File: src/rtl/alu_mdu.sv
// rtl/alu_mdu.sv - handshaked execute-stage ALU with iterative RV32M multiply/divide
//
// Registered-result ALU for the execute stage. Base integer, branch-compare,
// address and upper-immediate ops complete in one cycle; MUL/MULH/MULHSU/MULHU
// use a shift-add multiplier and DIV/DIVU/REM/REMU a restoring divider, both
// one bit per cycle over operand magnitudes with the sign applied at the end.
//
// Ports:
//   clk_i, rst_ni          clock, synchronous active-low reset
//   valid_i / ready_o      request handshake (a_i, b_i, aluctrl_i captured)
//   kill_i                 abandon in-flight work / suppress acceptance
//   valid_o / ready_i      result handshake (result_o, zero_o held until taken)
//   busy_o                 iterative multiply or divide in progress
//
// Build option: ALU_MDU_FAST_MUL_EN selects a single-cycle multiplier.
module alu_mdu #(
    parameter int XLEN   = 32,
    parameter int CTRL_W = 5
) (
    input  logic              clk_i,
    input  logic              rst_ni,
    input  logic              valid_i,
    output logic              ready_o,
    input  logic [XLEN-1:0]   a_i,
    input  logic [XLEN-1:0]   b_i,
    input  logic [CTRL_W-1:0] aluctrl_i,
    input  logic              kill_i,
    output logic              valid_o,
    input  logic              ready_i,
    output logic [XLEN-1:0]   result_o,
    output logic              zero_o,
    output logic              busy_o
);
    localparam int SH_W = $clog2(XLEN);

    localparam logic [1:0] S_IDLE = 2'd0;
    localparam logic [1:0] S_MUL  = 2'd1;
    localparam logic [1:0] S_DIV  = 2'd2;
    localparam logic [1:0] S_DONE = 2'd3;

    localparam logic [CTRL_W-1:0] OP_SUB    = CTRL_W'(5'b00000);
    localparam logic [CTRL_W-1:0] OP_ADD    = CTRL_W'(5'b00001);
    localparam logic [CTRL_W-1:0] OP_SLL    = CTRL_W'(5'b00010);
    localparam logic [CTRL_W-1:0] OP_SLT    = CTRL_W'(5'b00011);
    localparam logic [CTRL_W-1:0] OP_SLTU   = CTRL_W'(5'b00100);
    localparam logic [CTRL_W-1:0] OP_XOR    = CTRL_W'(5'b00101);
    localparam logic [CTRL_W-1:0] OP_SRA    = CTRL_W'(5'b00110);
    localparam logic [CTRL_W-1:0] OP_SRL    = CTRL_W'(5'b00111);
    localparam logic [CTRL_W-1:0] OP_OR     = CTRL_W'(5'b01000);
    localparam logic [CTRL_W-1:0] OP_AND    = CTRL_W'(5'b01001);
    localparam logic [CTRL_W-1:0] OP_LDST   = CTRL_W'(5'b01010);
    localparam logic [CTRL_W-1:0] OP_MUL    = CTRL_W'(5'b01100);
    localparam logic [CTRL_W-1:0] OP_MULH   = CTRL_W'(5'b01101);
    localparam logic [CTRL_W-1:0] OP_MULHSU = CTRL_W'(5'b01110);
    localparam logic [CTRL_W-1:0] OP_MULHU  = CTRL_W'(5'b01111);
    localparam logic [CTRL_W-1:0] OP_DIV    = CTRL_W'(5'b10000);
    localparam logic [CTRL_W-1:0] OP_DIVU   = CTRL_W'(5'b10001);
    localparam logic [CTRL_W-1:0] OP_BEQ    = CTRL_W'(5'b10010);
    localparam logic [CTRL_W-1:0] OP_BNE    = CTRL_W'(5'b10011);
    localparam logic [CTRL_W-1:0] OP_BLT    = CTRL_W'(5'b10100);
    localparam logic [CTRL_W-1:0] OP_BGE    = CTRL_W'(5'b10101);
    localparam logic [CTRL_W-1:0] OP_BLTU   = CTRL_W'(5'b10110);
    localparam logic [CTRL_W-1:0] OP_BGEU   = CTRL_W'(5'b10111);
    localparam logic [CTRL_W-1:0] OP_JALR   = CTRL_W'(5'b11001);
    localparam logic [CTRL_W-1:0] OP_LUI    = CTRL_W'(5'b11010);
    localparam logic [CTRL_W-1:0] OP_REM    = CTRL_W'(5'b11100);
    localparam logic [CTRL_W-1:0] OP_REMU   = CTRL_W'(5'b11101);

    localparam logic [XLEN-1:0] MIN_VAL = {1'b1, {(XLEN-1){1'b0}}};

    logic [1:0]      state_q, state_d;
    logic [XLEN-1:0] result_q, result_d;
    logic            zero_q, zero_d;
    logic [XLEN-1:0] acc_q, acc_d;     // product high half / partial remainder
    logic [XLEN-1:0] lo_q, lo_d;       // multiplier -> product low half / dividend -> quotient
    logic [XLEN-1:0] opnd_q, opnd_d;   // multiplicand / divisor magnitude
    logic            neg_q, neg_d;     // negate final magnitude
    logic            sel_q, sel_d;     // mul: take high half; div: take remainder
    logic [SH_W-1:0] cnt_q, cnt_d;

    // Decode of the request presented this cycle
    logic [XLEN-1:0] base_res, a_mag, b_mag, special_res;
    logic            is_mul, is_div, a_sgn, b_sgn, a_neg, b_neg, is_rem, div_special, launch;
    logic            slt_s, slt_u;

    assign slt_s = $signed(a_i) < $signed(b_i);
    assign slt_u = a_i < b_i;

    always_comb begin
        base_res = '0;
        is_mul   = 1'b0;
        is_div   = 1'b0;
        a_sgn    = 1'b0;
        b_sgn    = 1'b0;
        case (aluctrl_i)
            OP_SUB:              base_res = a_i - b_i;
            OP_ADD, OP_LDST,
            OP_JALR:             base_res = a_i + b_i;
            OP_SLL:              base_res = a_i << b_i[SH_W-1:0];
            OP_SLT:              base_res = XLEN'(slt_s);
            OP_SLTU:             base_res = XLEN'(slt_u);
            OP_XOR:              base_res = a_i ^ b_i;
            OP_SRA:              base_res = $signed(a_i) >>> b_i[SH_W-1:0];
            OP_SRL:              base_res = a_i >> b_i[SH_W-1:0];
            OP_OR:               base_res = a_i | b_i;
            OP_AND:              base_res = a_i & b_i;
            // Branch compares report 1 when the branch is NOT taken
            OP_BEQ:              base_res = XLEN'(a_i != b_i);
            OP_BNE:              base_res = XLEN'(a_i == b_i);
            OP_BLT:              base_res = XLEN'(!slt_s);
            OP_BGE:              base_res = XLEN'(slt_s);
            OP_BLTU:             base_res = XLEN'(!slt_u);
            OP_BGEU:             base_res = XLEN'(slt_u);
            OP_LUI:              base_res = b_i;
            OP_MUL, OP_MULH:     begin is_mul = 1'b1; a_sgn = 1'b1; b_sgn = 1'b1; end
            OP_MULHSU:           begin is_mul = 1'b1; a_sgn = 1'b1; end
            OP_MULHU:            is_mul = 1'b1;
            OP_DIV, OP_REM:      begin is_div = 1'b1; a_sgn = 1'b1; b_sgn = 1'b1; end
            OP_DIVU, OP_REMU:    is_div = 1'b1;
            default:             base_res = '0;   // jal, auipc and unused codes
        endcase
    end

    assign a_neg  = a_sgn & a_i[XLEN-1];
    assign b_neg  = b_sgn & b_i[XLEN-1];
    assign a_mag  = a_neg ? -a_i : a_i;
    assign b_mag  = b_neg ? -b_i : b_i;
    assign is_rem = (aluctrl_i == OP_REM) || (aluctrl_i == OP_REMU);

    // Divide-by-zero and signed overflow resolve without iterating
    assign div_special = (b_i == '0) || (a_sgn && a_i == MIN_VAL && b_i == '1);
    assign special_res = (b_i == '0) ? (is_rem ? a_i : '1) : (is_rem ? '0 : MIN_VAL);

`ifdef ALU_MDU_FAST_MUL_EN
    logic [2*XLEN-1:0] fast_mag, fast_prod;
    assign fast_mag  = (2*XLEN)'(a_mag) * (2*XLEN)'(b_mag);
    assign fast_prod = (a_neg ^ b_neg) ? -fast_mag : fast_mag;
`else
    // Shift-add step: add multiplicand into the high half, shift the whole product right
    logic [XLEN:0]     mul_sum;
    logic [2*XLEN-1:0] mul_prod, mul_fix;
    assign mul_sum  = {1'b0, acc_q} + (lo_q[0] ? {1'b0, opnd_q} : '0);
    assign mul_prod = {mul_sum, lo_q[XLEN-1:1]};
    assign mul_fix  = neg_q ? -mul_prod : mul_prod;
`endif

    // Restoring step: shift in the next dividend bit, keep the difference if non-negative
    logic [XLEN:0]   div_sh, div_diff;
    logic [XLEN-1:0] div_rem_n, div_quo_n, div_mag;
    logic            div_ok;
    assign div_sh    = {acc_q, lo_q[XLEN-1]};
    assign div_diff  = div_sh - {1'b0, opnd_q};
    assign div_ok    = !div_diff[XLEN];
    assign div_rem_n = div_ok ? div_diff[XLEN-1:0] : div_sh[XLEN-1:0];
    assign div_quo_n = {lo_q[XLEN-2:0], div_ok};
    assign div_mag   = sel_q ? div_rem_n : div_quo_n;

    always_comb begin
        state_d  = state_q;
        result_d = result_q;
        acc_d    = acc_q;
        lo_d     = lo_q;
        opnd_d   = opnd_q;
        neg_d    = neg_q;
        sel_d    = sel_q;
        cnt_d    = cnt_q;
        launch   = 1'b0;

        if (kill_i) begin
            state_d = S_IDLE;
        end else begin
            case (state_q)
                S_IDLE: launch = valid_i;
                S_MUL: begin
`ifndef ALU_MDU_FAST_MUL_EN
                    acc_d = mul_sum[XLEN:1];
                    lo_d  = {mul_sum[0], lo_q[XLEN-1:1]};
                    cnt_d = cnt_q + 1'b1;
                    if (cnt_q == SH_W'(XLEN-1)) begin
                        result_d = sel_q ? mul_fix[2*XLEN-1:XLEN] : mul_fix[XLEN-1:0];
                        state_d  = S_DONE;
                    end
`endif
                end
                S_DIV: begin
                    acc_d = div_rem_n;
                    lo_d  = div_quo_n;
                    cnt_d = cnt_q + 1'b1;
                    if (cnt_q == SH_W'(XLEN-1)) begin
                        result_d = neg_q ? -div_mag : div_mag;
                        state_d  = S_DONE;
                    end
                end
                default: begin   // S_DONE
                    if (ready_i) begin
                        launch  = valid_i;
                        state_d = S_IDLE;
                    end
                end
            endcase
        end

        if (launch) begin
            state_d = S_DONE;
            if (is_mul) begin
`ifdef ALU_MDU_FAST_MUL_EN
                result_d = (aluctrl_i == OP_MUL) ? fast_prod[XLEN-1:0]
                                                 : fast_prod[2*XLEN-1:XLEN];
`else
                acc_d   = '0;
                lo_d    = b_mag;
                opnd_d  = a_mag;
                neg_d   = a_neg ^ b_neg;
                sel_d   = (aluctrl_i != OP_MUL);
                cnt_d   = '0;
                state_d = S_MUL;
`endif
            end else if (is_div && div_special) begin
                result_d = special_res;
            end else if (is_div) begin
                acc_d   = '0;
                lo_d    = a_mag;
                opnd_d  = b_mag;
                neg_d   = is_rem ? a_neg : (a_neg ^ b_neg);
                sel_d   = is_rem;
                cnt_d   = '0;
                state_d = S_DIV;
            end else begin
                result_d = base_res;
            end
        end

        zero_d = (result_d == '0);
    end

    always_ff @(posedge clk_i) begin
        if (!rst_ni) begin
            state_q  <= S_IDLE;
            result_q <= '0;
            zero_q   <= 1'b1;
            acc_q    <= '0;
            lo_q     <= '0;
            opnd_q   <= '0;
            neg_q    <= 1'b0;
            sel_q    <= 1'b0;
            cnt_q    <= '0;
        end else begin
            state_q  <= state_d;
            result_q <= result_d;
            zero_q   <= zero_d;
            acc_q    <= acc_d;
            lo_q     <= lo_d;
            opnd_q   <= opnd_d;
            neg_q    <= neg_d;
            sel_q    <= sel_d;
            cnt_q    <= cnt_d;
        end
    end

    assign ready_o  = (state_q == S_IDLE) || (state_q == S_DONE && ready_i);
    assign valid_o  = (state_q == S_DONE);
    assign busy_o   = (state_q == S_MUL) || (state_q == S_DIV);
    assign result_o = result_q;
    assign zero_o   = zero_q;
endmodule

File: config.mk
export PLATFORM = sky130hd
export DESIGN_NAME = alu_mdu
export DESIGN_NICKNAME = d
export VERILOG_FILES = /design/src/rtl/alu_mdu.sv
export SDC_FILE = /design/constraint.sdc
export NUM_CORES = 2
export LEC_CHECK = 0
export ABC_CLOCK_PERIOD_IN_PS = 6940
export BUFFER_PORTS_ARGS = -buffer_cell sky130_fd_sc_hd__buf_2
export CAP_MARGIN = 30
export CORE_MARGIN = 5
export CORE_UTILIZATION = 60
export CTS_CLUSTER_SIZE = 10
export DETAILED_ROUTE_END_ITERATION = 6
export GPL_ROUTABILITY_DRIVEN = 1
export PLACE_DENSITY = 0.81
export SLEW_MARGIN = 20
export SYNTH_ARGS = -nofsm -noshare
export SYNTH_HDL_FRONTEND = slang
export SYNTH_SLANG_ARGS = --single-unit
File: constraint.sdc
create_clock -name clk_i -period 6.94 [get_ports clk_i]
set_clock_uncertainty 0.2 [all_clocks]
set_input_delay 0.347 -clock clk_i [delete_from_list [all_inputs] [get_ports clk_i]]
set_output_delay 0.347 -clock clk_i [all_outputs]
set_load 0.03 [all_outputs]
Yosys cells after proc, flatten, opt, wreduce, memory -nomap -nowiden:

Cells that the tools add are included.

* logic and storage cells: 157
* flip-flop bits (word level): 138

* bitwise operators: 6
* shift-type cells: 3
* mux-type cells: 63
* order comparisons: 2
* reductions and logical operators: 27
* $add $sub $neg: 9
* equality and inequality tests: 38

Operators by type and width (count)
* 32-bit 2-to-1 mux: 30
* 32-bit case mux with 15 select lines: 1
* 32-bit case mux with 2 select lines: 3
* 32-bit negator: 3
* 5-bit equality test, second input constant: 13
* 32-bit equality test, second input constant: 2
* 32-bit logical NOT: 2
* 32-bit < comparator: 2
* 64-bit 2-to-1 mux: 1
* 64-bit negator: 1
* 5-bit by 4-bit equality test with 1-bit output, second input constant: 7
* 32-bit by 32-bit adder with 33-bit output: 1
* 33-bit by 32-bit subtractor with 33-bit output: 1
* 32-bit adder: 1
* 32-bit bitwise AND: 1
* 32-bit equality test: 1
* 32-bit != test: 1
* 32-bit bitwise OR: 1
* 32-bit by 5-bit left shift with 32-bit output: 1
* 32-bit by 5-bit >> shifter with 32-bit output: 1
* 32-bit by 5-bit >>> shifter with 32-bit output: 1
* 32-bit subtractor: 1
* 32-bit XOR: 1
* 5-bit 2-to-1 mux: 6
* other kinds (28): 65

Depth between registers and ports, before layout:

* word-level depth: 13
* depth in mapped cells: 24
* gate-level depth less buffers: 19

Least setup slack after synthesis:

No wires, ideal clock.

* kind: flip-flop to flip-flop
* start point: register lo_q[31]
* end point: register zero_q, in the netlist zero_o
* required time: 6.644 ns
* arrival time: 5.326 ns
* stages on the path, launching flop included: 21
* setup slack: 1.318 ns
* clock period less this slack: 5.622 ns
* setup time: 0.096 ns
* buffers on the path: 1
* cell sequence: dfxtp_1 clkbuf_1 inv_1 ha_1 inv_1 fa_1 a211oi_1 o21ai_1 o21a_1 o21ai_1 a21oi_2 or4b_4 a2111oi_4 a22oi_2 nor4_2 nand3_1 o41ai_1 xor2_1 a2111oi_0 or3b_1 o41ai_2

* longest elaborated chain between the ends: 13
* elaborated cells between the ends (all ways): 18
* those cells by class: add/sub: 3; mux: 13; reduce/logical: 2

RTL lines
* from (decl): RTL line 75 `logic [XLEN-1:0] lo_q, lo_d;`
* from (signal assigned): RTL line 252 `lo_q <= lo_d;`
* 33-bit by 32-bit subtractor with 33-bit output: RTL line 152 `assign div_diff = div_sh - {1'b0, opnd_q};`
* 32-bit 2-to-1 mux / 1-bit logical NOT (equally long branches): RTL line 154, 153
* 32-bit 2-to-1 mux: RTL line 156 `assign div_mag = sel_q ? div_rem_n : div_quo_n;`
* 32-bit negator: RTL line 190 `result_d = neg_q ? -div_mag : div_mag;`
* 32-bit 2-to-1 mux: RTL line 190
* 32-bit 2-to-1 mux: RTL line 189 `if (cnt_q == SH_W'(XLEN-1)) begin`
* 32-bit case mux with 2 select lines *: RTL line 172 `case (state_q)`
* 32-bit 2-to-1 mux *: RTL line 169 `if (kill_i) begin`
* 32-bit 2-to-1 mux: RTL line 220 `end else if (is_div) begin`
* 32-bit 2-to-1 mux: RTL line 218 `end else if (is_div && div_special) begin`
* 32-bit 2-to-1 mux: RTL line 205 `if (is_mul) begin`
* 32-bit 2-to-1 mux *: RTL line 203 `if (launch) begin`
* 32-bit logical NOT *: RTL line 233 `zero_d = (result_d == '0);`
* to (signal assigned): RTL line 250 `zero_q <= zero_d;`
* to (decl): RTL line 73 `logic zero_q, zero_d;`

Every way passes the cells marked *; elsewhere a longest branch is shown, timed or not.
A chain may end at the register's enable or synchronous reset.

Final worst setup path:

* start point: register opnd_q[0]
* end point: register zero_q, in the netlist zero_o

* longest elaborated chain between the ends: 13
* elaborated cells between the ends (all ways): 20
* those cells by class: add/sub: 4; mux: 14; reduce/logical: 2

RTL lines
* from (decl): RTL line 76 `logic [XLEN-1:0] opnd_q, opnd_d;`
* from (signal assigned): RTL line 253 `opnd_q <= opnd_d;`
* 32-bit 2-to-1 mux / 33-bit by 32-bit subtractor with 33-bit output (equally long branches): RTL line 142, 152
* 32-bit by 32-bit adder with 33-bit output, or another cell as far along: RTL line 142 `assign mul_sum = {1'b0, acc_q} + (lo_q[0] ? {1'b0, opnd_q} : '0);`
* 64-bit negator / 32-bit 2-to-1 mux (equally long branches): RTL line 144, 156
* 64-bit 2-to-1 mux / 32-bit negator (equally long branches): RTL line 144, 190
* 32-bit 2-to-1 mux (on tied branches): RTL line 180, 190
* 32-bit 2-to-1 mux (on tied branches): RTL line 179, 189
* 32-bit case mux with 2 select lines *: RTL line 172
* 32-bit 2-to-1 mux *: RTL line 169
* 32-bit 2-to-1 mux: RTL line 220
* 32-bit 2-to-1 mux: RTL line 218
* 32-bit 2-to-1 mux: RTL line 205
* 32-bit 2-to-1 mux *: RTL line 203
* 32-bit logical NOT *: RTL line 233

Marks and branches as above.

==> impl_metrics.json <==
{
  "rrSetupSlack_ns": 0.44,
  "ir_drop_uv": 253,
  "wl_met1_um": 42800,
  "cp-start-kind": "flop",
  "reg2reg_to": "zero_o",
  "num_vias": 33000,
  "outcome": "completed",
  "root_buffer": "clkbuf_16",
  "grt_max_degree": 77,
  "worstMarginPinSlew_ns": 1.00,
  "synth_edf_count": 0,
  "final-setup-viol-count": 0,
  "drtAntennaViolNets": 0,
  "hold_slack_ns": 0.0503,
  "synth_top_family_by_area": "compound AO/OA/AOI/OAI gates",
  "fin_crit_sh_pct": 93.7,
  "synth_top_area_cell": "dfxtp_1",
  "synthFlopType": "dfxtp_1",
  "syn_area_mm2": 0.0261,
  "synth_mux_area_share_pct": 5.85,
  "clockPowerShare_pct": 20.9,
  "crit_type": "flop to flop",
  "async_reset_ff_share_pct": 0,
  "clock_latency_ns": 0.47,
  "gp_congestion": 1.14,
  "grt_pass1_wl_um": 184000,
  "syn_nets": 4180,
  "die_area_mm2": 0.0478,
  "viasPerCell": 7.46,
  "synthTopCellsByArea": "dfxtp_1 (11%), ha_1 (8.2%), nor2_1 (6.6%)",
  "endpoint_kind": "flop",
  "highest_layer": "met5",
  "power_density_mw_per_mm2": 165,
  "core_area_mm2": 0.0431,
  "cts_tree": "yes",
  "path_max_fanout": 15,
  "setup-tns-final_ns": 0,
  "routedWlPerCell_um": 27.9,
  "hold_end": "zero_o",
  "grt_pass1_vias": 30200,
  "relSlewSlack_pct": 33.2,
  "synth_seq_cells": 138,
  "synthTopCellsByCount": "nor2_1 (461), nand2_1 (345), a21oi_1 (342), o21ai_0 (302), clkbuf_1 (284)",
  "portBuffers": 109,
  "cts_setup_buffers": 0,
  "yosys.area_share.simple_pct": 26.1,
  "critPathArrivalTime_ns": 6.67,
  "required_ns": 7.11,
  "dr_wl_met3_um": 16000,
  "p_leak_uw": 0.0108,
  "min_from": "rst_ni",
  "clk_pin_slew_worst_paths_ns": 0.06,
  "reg2reg_depth": 20,
  "synth_adder_area_share_pct": 8.50,
  "ys_types": 104,
  "cts.sinks": 138,
  "syn_to_final_growth_pct": 5.50,
  "post_cts_resize_count": 0,
  "p_int_uw": 2270,
  "dr_wl_met2_um": 53000,
  "hold_buffers": 0,
  "worstReg2RegStart": "opnd_q[0]",
  "final_nets": 4077,
  "dieHeight_um": 219,
  "cts_made_buffers": 17,
  "hold_viol_final": 0,
  "p_switching_uw": 2270,
  "n_fill_cell": 4136,
  "ioPinCount": 110,
  "ys_warn_count": 0,
  "syn_area_per_cell_um2": 6.64,
  "synth-compound-area-share_pct": 36.3,
  "hpwl_um": 94000,
  "grt_usage_pct": 49.6,
  "slew_violations": 0,
  "fp.dieW_um": 219,
  "fmax_ghz": 0.154,
  "drc": 0,
  "num_rows": 76,
  "p_seq_share_pct": 20.3,
  "drtIter0Drc": 5253,
  "hold_path.class": "input port to flop",
  "antenna_found_initial": 4,
  "rsz0062_at_grt": "false",
  "yosysTopAreaCellShare_pct": 10.6,
  "initial_core_util_pct": 60.6,
  "wl_um": 124000,
  "synth_cells": 3931,
  "whs_path_depth": 2,
  "period_needed_ns": 6.50,
  "synth_xor_area_share_pct": 5.27,
  "htree_num_levels": 4,
  "cts_max_path_buffers": 2,
  "grt_overflow_total": 0,
  "switching_share_pct": 50.1,
  "combPwrFrac_pct": 58.8,
  "synth_most_common_cell": "nor2_1",
  "seq_area_frac_synth_pct": 10.6,
  "dr.pass1.iters": 7,
  "maxCapViolations": 0,
  "drive_gt1_share_pct": 10.1
}
[logic make-up after synthesis]
group           Yosys count
compound gates         1417
simple gates           1413
buf+inv                 504
fa+ha+maj               175
xor+xnor                157
flops                   138
mux                     127
[critical path, cell delays in order, from the launching register on]
cell	delay, ns
dfxtp_1	0.35
ha_1	0.17
inv_1	0.05
fa_1	0.43
a211oi_1	0.25
o21ai_1	0.23
o21a_1	0.32
o21ai_1	0.42
a21oi_4	0.23
nor2_2	0.33
buf_4	0.29
a41o_1	0.20
buf_4	0.18
nand3_1	0.26
nor4_4	0.47
nand3_1	0.18
o41ai_1	0.40
xor2_1	0.11
a2111oi_0	0.59
or3b_1	0.43
o41ai_2	0.32
[how the worst max path moves through the flow]
stage	start	endpoint	slack, ns	cells after the start
after floorplan	lo_q[31]	zero_o	1.32	20
after global placement	lo_q[31]	zero_o	0.48	19
after CTS	opnd_q[0]	zero_o	0.28	18
final	opnd_q[0]	zero_o	0.44	20
after detailed placement	opnd_q[0]	zero_o	0.33	18
after global routing	opnd_q[0]	zero_o	0.05	19
[flip-flops by register name, summed over array words and instances (netlist names)]
name and count:
neg_q 1, sel_q 1, state_q 2, result_o 32
lo_q 32, cnt_q 5, zero_o 1, opnd_q 32
acc_q 32
[power groups by stage]
stage	Sequential [uW]	Clock, uW	Combinational (uW)
after CTS	913	935	2520
final	921	948	2670
after global placement	929	0	2490
after floorplan	905	0	1720
after detailed placement	931	0	2500
after global routing	923	971	2800
[through the flow]
stage | power [uW] | worst slack [ns] | area (um2) | std cells | util, %
floorplan | 2630 | 1.32 | 26100 | 3931 | -
global placement | 3420 | 0.483 | 26900 | 4386 | 62.4
detailed placement | 3430 | 0.331 | 26900 | 4390 | 62.5
CTS | 4370 | 0.279 | 27500 | 4420 | 63.8
global route | 4700 | 0.0453 | 27500 | 4424 | 63.9
finish | 4540 | 0.438 | 27500 | 4425 | 63.9
[final cells by class]
class	instances	area [um2]	share of cell area, %
Clock buffer	18	429	1.56
Clock inverter	12	151	0.550
Tap cell	585	732	2.66
Timing Repair Buffer	213	1340	4.85
Antenna cell	1	2.50	0.00909
Multi-Input combinational cell	3289	21500	78.0
Sequential cell	138	2770	10.0
Inverter	169	634	2.30
[per-layer routing]
layer | global-route usage, % | vias up
met5 | 0.938 | -
met4 | 37.4 | 8
met3 | 12.9 | 704
met2 | 76.6 | 2727
met1 | 58.9 | 15100
li1 | - | 14500
[layout by cell type (no fill, tap or decap), types with 43 or more instances in the layout]
master    instances
nor4_1           43
nor2_1          460
dfxtp_1         136
mux2i_1          75
buf_2           109
a21oi_1         342
a221oi_1         70
buf_4            99
nand2_1         343
o21ai_0         302
ha_1            169
o211ai_1         73
a211oi_1         81
nand3_1         104
o22ai_1          43
a21o_1           44
inv_1           161
and2_1           70
a31oi_1          50
nor3_1          107
o31ai_1          55
xnor2_1         115
(Power assumes the default switching activity.)
